### src/rtl/decoder_arbiter.sv
// decoder_arbiter: round-robin arbiter sharing one (19,8) single-error-correcting decoder between two requesters.
// Define DECODER_ARB_STATS_EN to build the saturating corrected/uncorrectable counters; otherwise they read 0.
module decoder_arbiter #(
    parameter int CNT_W = 16
) (
    input  logic             clk,
    input  logic             rst_n,
    input  logic             req0_valid,
    input  logic [18:0]      req0_cx,
    output logic             req0_ready,
    input  logic             req1_valid,
    input  logic [18:0]      req1_cx,
    output logic             req1_ready,
    output logic             resp_valid,
    input  logic             resp_ready,
    output logic [7:0]       resp_d,
    output logic             resp_id,
    output logic             resp_corr,
    output logic             resp_uncorr,
    output logic [CNT_W-1:0] cnt_corr,
    output logic [CNT_W-1:0] cnt_uncorr
);

    // Row k: which data bits (bit j <-> cx[11+j]) feed syndrome bit k.
    // Rows 1 and 6 are intentionally identical.
    localparam logic [7:0] EQ [11] = '{
        8'b1111_1010,
        8'b0010_1100,
        8'b0000_1011,
        8'b1000_1000,
        8'b0101_0011,
        8'b1001_0111,
        8'b0010_1100,
        8'b0000_1101,
        8'b1000_1011,
        8'b1101_0010,
        8'b0011_1101
    };

    typedef enum logic [1:0] {IDLE, DECODE, RESP} state_t;

    state_t      state_q;
    logic        last_grant_q;
    logic [18:0] cx_q;
    logic        id_q;
    logic [7:0]  resp_data_q;
    logic        resp_id_q;
    logic        resp_corr_q;
    logic        resp_uncorr_q;

    logic        idle;
    logic        gnt;
    logic        accept;
    logic [10:0] syn;
    logic [7:0]  flip;
    logic        col_hit;
    logic        syn_parity;
    logic [7:0]  dec_data_d;
    logic        dec_corr_d;
    logic        dec_uncorr_d;

    // Syndrome signature produced by a single flip of data bit j.
    function automatic logic [10:0] column(input int j);
        logic [10:0] c;
        for (int k = 0; k < 11; k++) c[k] = EQ[k][j];
        return c;
    endfunction

    // Ready is masked by rst_n so nothing appears accepted while reset is held.
    assign idle       = (state_q == IDLE) && rst_n;
    assign gnt        = (req0_valid && req1_valid) ? ~last_grant_q : req1_valid;
    assign req0_ready = idle && req0_valid && !gnt;
    assign req1_ready = idle && req1_valid && gnt;
    assign accept     = req0_ready || req1_ready;

    // Syndrome of the held codeword: own parity bit XOR the selected data bits.
    always_comb begin
        syn = '0;
        for (int k = 0; k < 11; k++) syn[k] = cx_q[k] ^ (^(cx_q[18:11] & EQ[k]));
    end

    // Column match; scanning downward lets the lowest matching data bit win.
    always_comb begin
        flip    = '0;
        col_hit = 1'b0;
        for (int j = 7; j >= 0; j--) begin
            if (syn == column(j)) begin
                flip    = 8'b1 << j;
                col_hit = 1'b1;
            end
        end
    end

    // Classification: one-hot syndrome is a parity-bit error, data untouched.
    always_comb begin
        syn_parity   = $onehot(syn);
        dec_corr_d   = syn_parity || col_hit;
        dec_uncorr_d = (syn != '0) && !dec_corr_d;
        dec_data_d   = syn_parity ? cx_q[18:11] : cx_q[18:11] ^ flip;
    end

    // Control FSM with registered response fields held through RESP.
    always_ff @(posedge clk or negedge rst_n) begin
        if (!rst_n) begin
            state_q       <= IDLE;
            last_grant_q  <= 1'b1;
            cx_q          <= '0;
            id_q          <= 1'b0;
            resp_data_q   <= '0;
            resp_id_q     <= 1'b0;
            resp_corr_q   <= 1'b0;
            resp_uncorr_q <= 1'b0;
        end else begin
            case (state_q)
                IDLE: if (accept) begin
                    state_q      <= DECODE;
                    cx_q         <= gnt ? req1_cx : req0_cx;
                    id_q         <= gnt;
                    last_grant_q <= gnt;
                end
                DECODE: begin
                    state_q       <= RESP;
                    resp_data_q   <= dec_data_d;
                    resp_id_q     <= id_q;
                    resp_corr_q   <= dec_corr_d;
                    resp_uncorr_q <= dec_uncorr_d;
                end
                RESP: if (resp_ready) state_q <= IDLE;
                default: state_q <= IDLE;
            endcase
        end
    end

    assign resp_valid  = state_q == RESP;
    assign resp_d      = resp_data_q;
    assign resp_id     = resp_id_q;
    assign resp_corr   = resp_corr_q;
    assign resp_uncorr = resp_uncorr_q;

`ifdef DECODER_ARB_STATS_EN
    logic [CNT_W-1:0] cnt_corr_q;
    logic [CNT_W-1:0] cnt_uncorr_q;

    // Saturating statistics, bumped as each result leaves DECODE.
    always_ff @(posedge clk or negedge rst_n) begin
        if (!rst_n) begin
            cnt_corr_q   <= '0;
            cnt_uncorr_q <= '0;
        end else if (state_q == DECODE) begin
            if (dec_corr_d && cnt_corr_q != '1) cnt_corr_q <= cnt_corr_q + 1'b1;
            if (dec_uncorr_d && cnt_uncorr_q != '1) cnt_uncorr_q <= cnt_uncorr_q + 1'b1;
        end
    end

    assign cnt_corr   = cnt_corr_q;
    assign cnt_uncorr = cnt_uncorr_q;
`else
    assign cnt_corr   = '0;
    assign cnt_uncorr = '0;
`endif

endmodule

### config.mk
export PLATFORM = sky130hd
export DESIGN_NAME = decoder_arbiter
export DESIGN_NICKNAME = d
export VERILOG_FILES = /design/src/rtl/decoder_arbiter.sv
export SDC_FILE = /design/constraint.sdc
export NUM_CORES = 1
export LEC_CHECK = 0
export ABC_CLOCK_PERIOD_IN_PS = 10200
export CORE_MARGIN = 3
export CORE_UTILIZATION = 30
export CTS_BUF_LIST = sky130_fd_sc_hd__clkbuf_4 sky130_fd_sc_hd__clkbuf_8 sky130_fd_sc_hd__clkbuf_16
export CTS_CLUSTER_SIZE = 25
export DETAILED_ROUTE_END_ITERATION = 8
export GPL_TIMING_DRIVEN = 0
export PLACE_DENSITY_LB_ADDON = 0.25
export SLEW_MARGIN = 20
export SYNTH_ARGS = -nofsm -noshare
export SYNTH_HDL_FRONTEND = slang
export SYNTH_SLANG_ARGS = --single-unit
### constraint.sdc
create_clock -name clk -period 10.2 [get_ports clk]
set_clock_uncertainty 0.15 [all_clocks]
set_input_delay 1.02 -clock clk [delete_from_list [all_inputs] [get_ports clk]]
set_output_delay 1.02 -clock clk [all_outputs]
set_load 0.1 [all_outputs]
# Word-level counts from Yosys, hierarchy flattened

Cells that the tools add are included.

Divide/modulo/power cells: 0
$add $sub $neg: 10
Shift operators: 0
Magnitude comparators: 0
Reductions and logical operators: 25
Multipliers: 0
Multiplexer cells: 22
Equality and inequality tests: 13
Bitwise logic cells: 13

Operators with widths:

| cell                                                                     | number |
|---|---|
| 8-bit parity                                                             | 10 |
| 8-bit 2-to-1 mux                                                         | 9 |
| 11-bit equality test (second input constant)                             | 5 |
| 11-bit by 10-bit equality test with 1-bit output (second input constant) | 3 |
| 19-bit 2-to-1 mux                                                        | 1 |
| 11-bit nonzero test                                                      | 1 |
| 1-bit bitwise XOR                                                        | 11 |
| 1-bit by 1-bit adder with 2-bit output                                   | 5 |
| 1-bit 2-to-1 mux                                                         | 9 |
| 8-bit bitwise XOR                                                        | 1 |
| 1-bit logical AND                                                        | 7 |
| 2-bit by 2-bit adder with 3-bit output                                   | 2 |
| 2-bit case mux with 3 select lines                                       | 1 |
| 3-bit by 3-bit adder with 4-bit output                                   | 1 |
| 4-bit by 3-bit adder with 4-bit output                                   | 1 |
| 4-bit by 1-bit equality test with 1-bit output (second input constant)   | 1 |
| 2-bit 2-to-1 mux                                                         | 2 |
| 2-bit AND reduction                                                      | 2 |
| 2-bit by 1-bit adder with 3-bit output                                   | 1 |
| 2-bit by 1-bit equality test with 1-bit output (second input constant)   | 1 |
| 2-bit equality test (second input constant)                              | 1 |
| 1-bit zero test                                                          | 2 |
| 2-bit zero test                                                          | 1 |
| 1-bit logical OR                                                         | 2 |
| other kinds (3)                                                          | 3 |

Latch bits: 0
RAM bits: 0
Register bits after elaboration: 34
Memories kept: 0
Bits of input ports: 43
Output and inout port bits: 46
Memory bits (read-only): 0
Word-level logic and storage cells: 91

# Longest topological paths before layout

Gate-level depths: netlist (run 1).

Word-level depth: 14
Gate-level depth with buffers: 17
Depth with buffers taken out: 16

# Worst setup path after synthesis (run 1)

OpenSTA, ideal clock, no wires.

Path type: flip-flop to flip-flop
Start point: reg cx_q[12]
End point: reg resp_data_q[3], in the netlist resp_d[3]
Data arrival time: 4.542 ns
Path buffers: 1
Path slack: 5.426 ns
Data required time: 9.967 ns
Setup time: 0.083 ns
Cell stages (with the launch flop): 17
Cells stage by stage: dfrtp_1 > buf_4 > xnor3_2 > xnor2_1 > fa_1 > fa_1 > fa_1 > inv_1 > fa_1 > inv_1 > fa_1 > a2111oi_0 > a21oi_1 > nor2_1 > nor4_1 > xnor2_1 > o21ai_0

Cells in the longest elaborated chain, start to end: 12

Ends and longest elaborated chain:

| item                                                                                            | line | RTL |
|---|---|---|
| start, declared                                                                                 | 44   | `logic [18:0] cx_q;` |
| start signal, assigned                                                                          | 117  | `cx_q <= gnt ? req1_cx : req0_cx;` |
| parallel branches: the longest is 11 deep, another holds 3-bit by 3-bit adder with 4-bit output | n/a  |  |
| 8-bit 2-to-1 mux *                                                                              | 99   | `dec_data_d = syn_parity ? cx_q[18:11] : cx_q[18:11] ^ flip;` |
| end signal, assigned                                                                            | 123  | `resp_data_q <= dec_data_d;` |
| end, declared                                                                                   | 46   | `logic [7:0] resp_data_q;` |

Every way passes the cells marked *.
A chain may end at the register's enable or synchronous reset.

# Worst setup path after layout (run 1)

Start point: reg cx_q[15]
End point: reg resp_data_q[1], in the netlist resp_d[1]

The elaborated chain is that of the path after synthesis.

==> results of run 1 <==
[worst max-delay path, delay by kind of cell (launching register included)]
kind | cells | cell delay, ns
DFF | 1 | 0.45
and+or+nand+nor | 2 | 0.66
xor gates and xnor gates | 3 | 1.16
adders and majority gates | 5 | 2.00
AOI/OAI and AO/OA | 3 | 0.60
buffers and inverters | 2 | 0.13
[registers in the layout (all words and copies together), names as in the netlist]
name          cells
id_q              1
resp_uncorr       1
last_grant_q      1
state_q           2
resp_corr         1
resp_id           1
cx_q             19
resp_d            8
[path summary, 6_finish.rpt]
| check | end | slack, ns | cells after the start |
|---|---|---|---|
| worst min-delay path | resp_id$_DFFE_PN0N_ | 0.33 | 2 |
| worst max-delay path | resp_d[1]$_DFFE_PN0N_ | 4.93 | 15 |
| worst max register to register | resp_d[1]$_DFFE_PN0N_ | 4.93 | 15 |
| min in group asynchronous | cx_q[1]$_DFFE_PN0P_ | 0.39 | 1 |
| max in group asynchronous | last_grant_q$_DFFE_PN1P_ | 9.07 | 2 |
| worst min register to register | resp_id$_DFFE_PN0N_ | 0.33 | 2 |
[cell families after synthesis]
kind of cell | Yosys count | share of synthesized area [%]
mux | 19 | 7.04
compound gates | 47 | 10.5
fa+ha+maj | 12 | 7.51
simple gates | 75 | 14.8
other cells | 1 | 0.139
flops | 34 | 31.6
buf+inv | 57 | 13.1
xor+xnor | 34 | 15.4
[cells in the final DEF, fill, tap and decap left out, types with 2 or more instances in the layout]
cell,netlist,final
a211o_1,3,3
a21oi_1,20,20
buf_1,3,3
buf_2,2,3
buf_4,34,34
clkbuf_1,5,5
clkbuf_8,0,5
clkdlybuf4s50_1,0,55
clkinv_2,0,2
conb_1,1,32
dfrtp_1,33,33
fa_1,7,7
ha_1,5,5
inv_1,10,10
mux2i_1,19,19
nand2_1,20,20
nand2b_1,4,4
nand3_1,2,2
nor2_1,25,25
nor4_1,5,5
nor4_2,2,2
o211ai_1,2,2
o21ai_0,9,9
o21ai_1,3,3
or3_1,3,3
or4_4,2,2
xnor2_1,20,20
xnor3_1,5,5
xor2_1,5,5
xor2_2,2,2
[routing by layer]
layer	global-route usage, %	vias up	wire [um]
met4	2.59	0	58
met1	15.2	926	2580
met2	19.5	67	2660
met5	0	-	0
li1	-	1064	-
met3	3.04	7	399
[through the flow]
step,util [%],setup WS [ns]
final,42.9,4.93
after global routing,42.9,4.45
after CTS,42.9,4.88
after detailed placement,41.6,4.89
after global placement,41.4,4.55
after floorplan,-,5.43
[area by class of cell]
class,count,area [um2],share of cell area (%)
Clock buffer,5,68.8,1.89
Inverter,11,41.3,1.14
Multi-Input combinational cell,219,1610,44.4
Sequential cell,34,852,23.5
Timing Repair Buffer,57,576,15.8
Buffer,46,312,8.58
Clock inverter,3,40.0,1.10
Tap cell,105,131,3.62
[synthesized netlist by cell type, types with 4 or more instances]
cell type and n:
buf_4 34, dfrtp_1 33, nor2_1 25, a21oi_1 20, nand2_1 20, xnor2_1 20
mux2i_1 19, inv_1 10, o21ai_0 9, fa_1 7, clkbuf_1 5, ha_1 5
nor4_1 5, xnor3_1 5, xor2_1 5, nand2b_1 4
==> results.txt, run 1 <==
Critical path arrival - 5.28 ns
Critical Path Start Type - flip-flop
Post-Synthesis Cells - 279
Via Count - 2064
Die Wd - 101 um
Clk buf depth - 2
Grt total ovfl - 0
Largest stage delay, worst path - 0.55 ns
Hpwl dp - 4780 um
RR Startpoint - cx_q[15]$_DFFE_PN0P_
Hold Violations, Final - 0
Post-synth ARST share - 100%
Routed WL - 5700 um
Max FO, Critical Path - 9
Synth area leader - dfrtp_1
Origin of the worst min-delay path - id_q$_DFFE_PN0P_
Fin cells - 480
Via density - 4.30
Slew Limit Fails - 0
Yosys Warn Count - 0
Number of synthesized register bits - 34
First-pass GRT wire length - 9530 um
Dpl cells - 472
Cts repair resizes - 0
Post-Syn Area - 2700 um2
Layout area overhead - 34.5%
CTS root buf - clkbuf_8
Primary FF master, synth - dfrtp_1
Drt first pass iters - 4
Crit. Startpoint - cx_q[15]$_DFFE_PN0P_
Syn_area_per_cell - 9.68 um2
RSZ-0062 raised after global routing - no
Vias in the first global route - 2005
DRC viols - 0
CP max stage cell - xnor3_2
Row count - 33
Post-layout min period - 5.27 ns
Post-route setup TNS - 0 ns
Drt wl/cell - 11.9 um
HP Class - flip-flop to flip-flop
Worst-path cell chain - xnor3_2 -> xnor2_1 -> fa_1 -> fa_1 -> fa_1 -> inv_1 -> fa_1 -> inv_1 -> fa_1 -> a2111oi_0 -> a21oi_1 -> nor2_1 -> nor4_1 -> xnor2_1 -> o21ai_0
Routability congestion estimate - 0.826
Finish-stage setup viols - 0
Number of synthesized flops with an enable pin - 0
Clock Latency Late Sink - 0.28 ns
Hold WS - 0.328 ns
Max cap viols - 0
I/O Pins - 89
Worst-path clk slew - 0.07 ns
CP Class - flip-flop to flip-flop
Setup Fix Bufs, Post-CTS - 0
Fill count - 860
I/O Buffers - 56
Final antenna-violating net count - 0
Cell variety after synth - 55
CP required - 10.21 ns
Design area - 3630 um2
Largest net degree at the start of global routing - 34
Final nets - 429
CTS Hold Bufs - 0
Die height - 101 um
Slew headroom - 34.8%
Share of Yosys cell area claimed by the top area cell type - 30.6%
Worst-margin pin slew - 0.975 ns
Initial core utilization - 31.9%
Cell Area, Placed - 3520 um2
Iteration-0 DRC Markers - 79
Max Fclk - 0.190 GHz
Number of diodes - 0
CTS buffer count - 5
Most frequent CP cell - fa_1
Clk sinks - 34
Critical Path Sink Type - flip-flop
Status - finished clean
TritonCTS clock tree - built
Part of the cycle the worst path needs - 51.6%
Core ar. - 8460 um2
Layout cells sized above 1 - 16.0%
Htree depth - 2
Top cells by area, synth - dfrtp_1, buf_4, mux2i_1, xnor2_1, fa_1
Initial antenna violation count - 0
Register area share after synthesis - 31.6%
Gr usage total - 11.7%
Die ar. - 10200 um2
Power of run 1 is left out: the tool's default activity adds up to more than one toggle a clock period on the data nets, which glitch-free logic cannot reach.
==> run 2, diff against run 1 <==
--- a/config.mk
+++ b/config.mk
@@ -5,7 +5,7 @@
 export SDC_FILE = /design/constraint.sdc
 export NUM_CORES = 1
 export LEC_CHECK = 0
-export ABC_CLOCK_PERIOD_IN_PS = 10200
+export ABC_CLOCK_PERIOD_IN_PS = 5260
 export CORE_MARGIN = 3
 export CORE_UTILIZATION = 30
 export CTS_BUF_LIST = sky130_fd_sc_hd__clkbuf_4 sky130_fd_sc_hd__clkbuf_8 sky130_fd_sc_hd__clkbuf_16
==> constraint.sdc (replaced) <==
create_clock -name clk -period 5.26 [get_ports clk]
set_clock_uncertainty 0.15 [all_clocks]
set_input_delay 0.526 -clock clk [delete_from_list [all_inputs] [get_ports clk]]
set_output_delay 0.526 -clock clk [all_outputs]
set_load 0.1 [all_outputs]
==> run 2 against run 1 <==
  * Via count increased by 0.34%
  * Die area unchanged
  * Final area increased by 0.72%
  * Cell count is 0.21% higher
  * Worst hold slack improved by 0.0011 ns
  * Worst setup slack lost 4.6 ns
  * Non-clock buffer count rose by 1
  * Fmax rose by 7.7%
  * Critical path depth rose by 2
  * Routed wire length rose by 0.51%
  * Core utilization increased by 0.31 points
  * Critical endpoint is now resp_d[6]$_DFFE_PN0N_
  * Highest routed layer unchanged
==> results.txt, run 2 (synthesis results as in run 1) <==
Status - finished clean
Biggest register - cx_q
Slew headroom - 34.8%
Max Fclk - 0.205 GHz
Clk buf depth - 2
Fin cells - 481
Worst-path cell chain - buf_4 -> xnor3_1 -> xnor2_1 -> inv_1 -> fa_1 -> fa_1 -> fa_1 -> inv_1 -> fa_1 -> inv_1 -> fa_1 -> a2111oi_1 -> a21oi_1 -> nor2_4 -> nor4_1 -> xnor2_1 -> o21ai_0
Htree depth - 2
CTS buffer count - 5
Worst-margin pin slew - 0.975 ns
Die ar. - 10200 um2
GRT met3 Usage - 2.98%
Hpwl dp - 4780 um
Worst-path clk slew - 0.07 ns
Drt first pass iters - 4
Critical path arrival - 4.90 ns
Dpl cells - 472
Routing usage on met1 - 15.2%
Number of diodes - 0
Largest net degree at the start of global routing - 34
Most frequent cells in the layout - clkdlybuf4s50_1, buf_4, dfrtp_1
Grt peak-use layer - met2
CP max stage cell - fa_1
Hold WS - 0.329 ns
Row count - 33
Iteration-0 DRC Markers - 78
Hold Violations, Final - 0
Initial antenna violation count - 0
Largest stage delay, worst path - 0.53 ns
Layout cells sized above 1 - 16.5%
Setup Fix Bufs, Post-CTS - 0
Bufs and invs on worst path - 4
Critical Path Start Type - flip-flop
HP Class - flip-flop to flip-flop
Clk sinks - 34
Final antenna-violating net count - 0
Core ar. - 8460 um2
Die height - 101 um
Finish-stage setup viols - 0
Slew Limit Fails - 0
Worst Setup EP - resp_d[6]$_DFFE_PN0N_
First-pass GRT wire length - 9560 um
Top delay family on crit path - adder cells
Worst reg-to-reg path cell count - 17
Clock Latency Late Sink - 0.28 ns
Die Wd - 101 um
Reg2Reg Capture Point - resp_d[6]$_DFFE_PN0N_
Gr usage total - 11.7%
Final Core Density - 43.2%
Via density - 4.31
Fill count - 861
I/O Buffers - 56
Max cap viols - 0
Most common cell after layout, fill and taps aside - clkdlybuf4s50_1
Max reg flops - 19
Grt total ovfl - 0
RR Startpoint - cx_q[14]$_DFFE_PN0P_
TritonCTS clock tree - built
Critical Path Sink Type - flip-flop
Initial core utilization - 31.9%
Max FO, Critical Path - 10
Vias in the first global route - 2013
M2 GR Usage - 19.6%
CTS root buf - clkbuf_8
CP required - 5.27 ns
Post-route setup TNS - 0 ns
Post-layout min period - 4.89 ns
I/O Pins - 89
CP Class - flip-flop to flip-flop
Worst path depth - 17
Via Count - 2071
Flop2flop setup slack - 0.37 ns
Final nets - 430
Routability congestion estimate - 0.826
Layout area overhead - 35.5%
Part of the cycle the worst path needs - 92.9%
Routed WL - 5730 um
Crit. Startpoint - cx_q[14]$_DFFE_PN0P_
RSZ-0062 raised after global routing - no
Drt wl/cell - 11.9 um
Most frequent CP cell - fa_1
DRC viols - 0
run 2: cell type report:
type | count | area (um2) | area share (%)
clock inverters | 3 | 40.0 | 1.09
inverters | 11 | 41.3 | 1.13
flip-flops and latches | 34 | 852 | 23.3
multi-input cells | 219 | 1630 | 44.5
clock buffers | 5 | 68.8 | 1.88
well taps | 105 | 131 | 3.59
plain buffers | 46 | 312 | 8.52
repair buffers | 58 | 586 | 16.0
run 2: how the worst min path moves through the flow:
stage                                      to  slack, ns  depth (start not counted)           startpoint
final                     resp_id$_DFFE_PN0N_       0.33                          2     id_q$_DFFE_PN0P_
after global routing      resp_id$_DFFE_PN0N_       0.38                          2     id_q$_DFFE_PN0P_
after CTS                 resp_id$_DFFE_PN0N_       0.34                          2  resp_id$_DFFE_PN0N_
after detailed placement  cx_q[7]$_DFFE_PN0P_       0.19                          1                rst_n
after global placement    resp_id$_DFFE_PN0N_       0.32                          2  resp_id$_DFFE_PN0N_
after floorplan           cx_q[0]$_DFFE_PN0P_       0.08                          0                rst_n
run 2: per-layer routing:
layer / up-vias / routed length [um]
met5: - / 0
met3: 7 / 387
met1: 934 / 2590
li1: 1065 / -
met2: 65 / 2690
met4: 0 / 56
run 2: metrics by stage:
stage               worst slack (ns)  cell area [um2]
floorplan                      0.486             2820
global placement              0.0819             3510
detailed placement           -0.0465             3520
CTS                            0.106             3640
global route                 0.00217             3660
finish                         0.372             3660
run 2: repair_timing:
action                                 CTS  global route
setup endpoints to repair                6             9
gates resized for setup                  1             3
endpoints found under the hold margin    2             0
hold buffers                             1             0
pin swaps                                0             0
run 2: worst min-delay path, delay by kind of cell, from the launching register on:
kind | cells | cell delay [ns]
simple gates | 2 | 0.10
flops | 1 | 0.35
Power of run 2 is left out for the same reason.
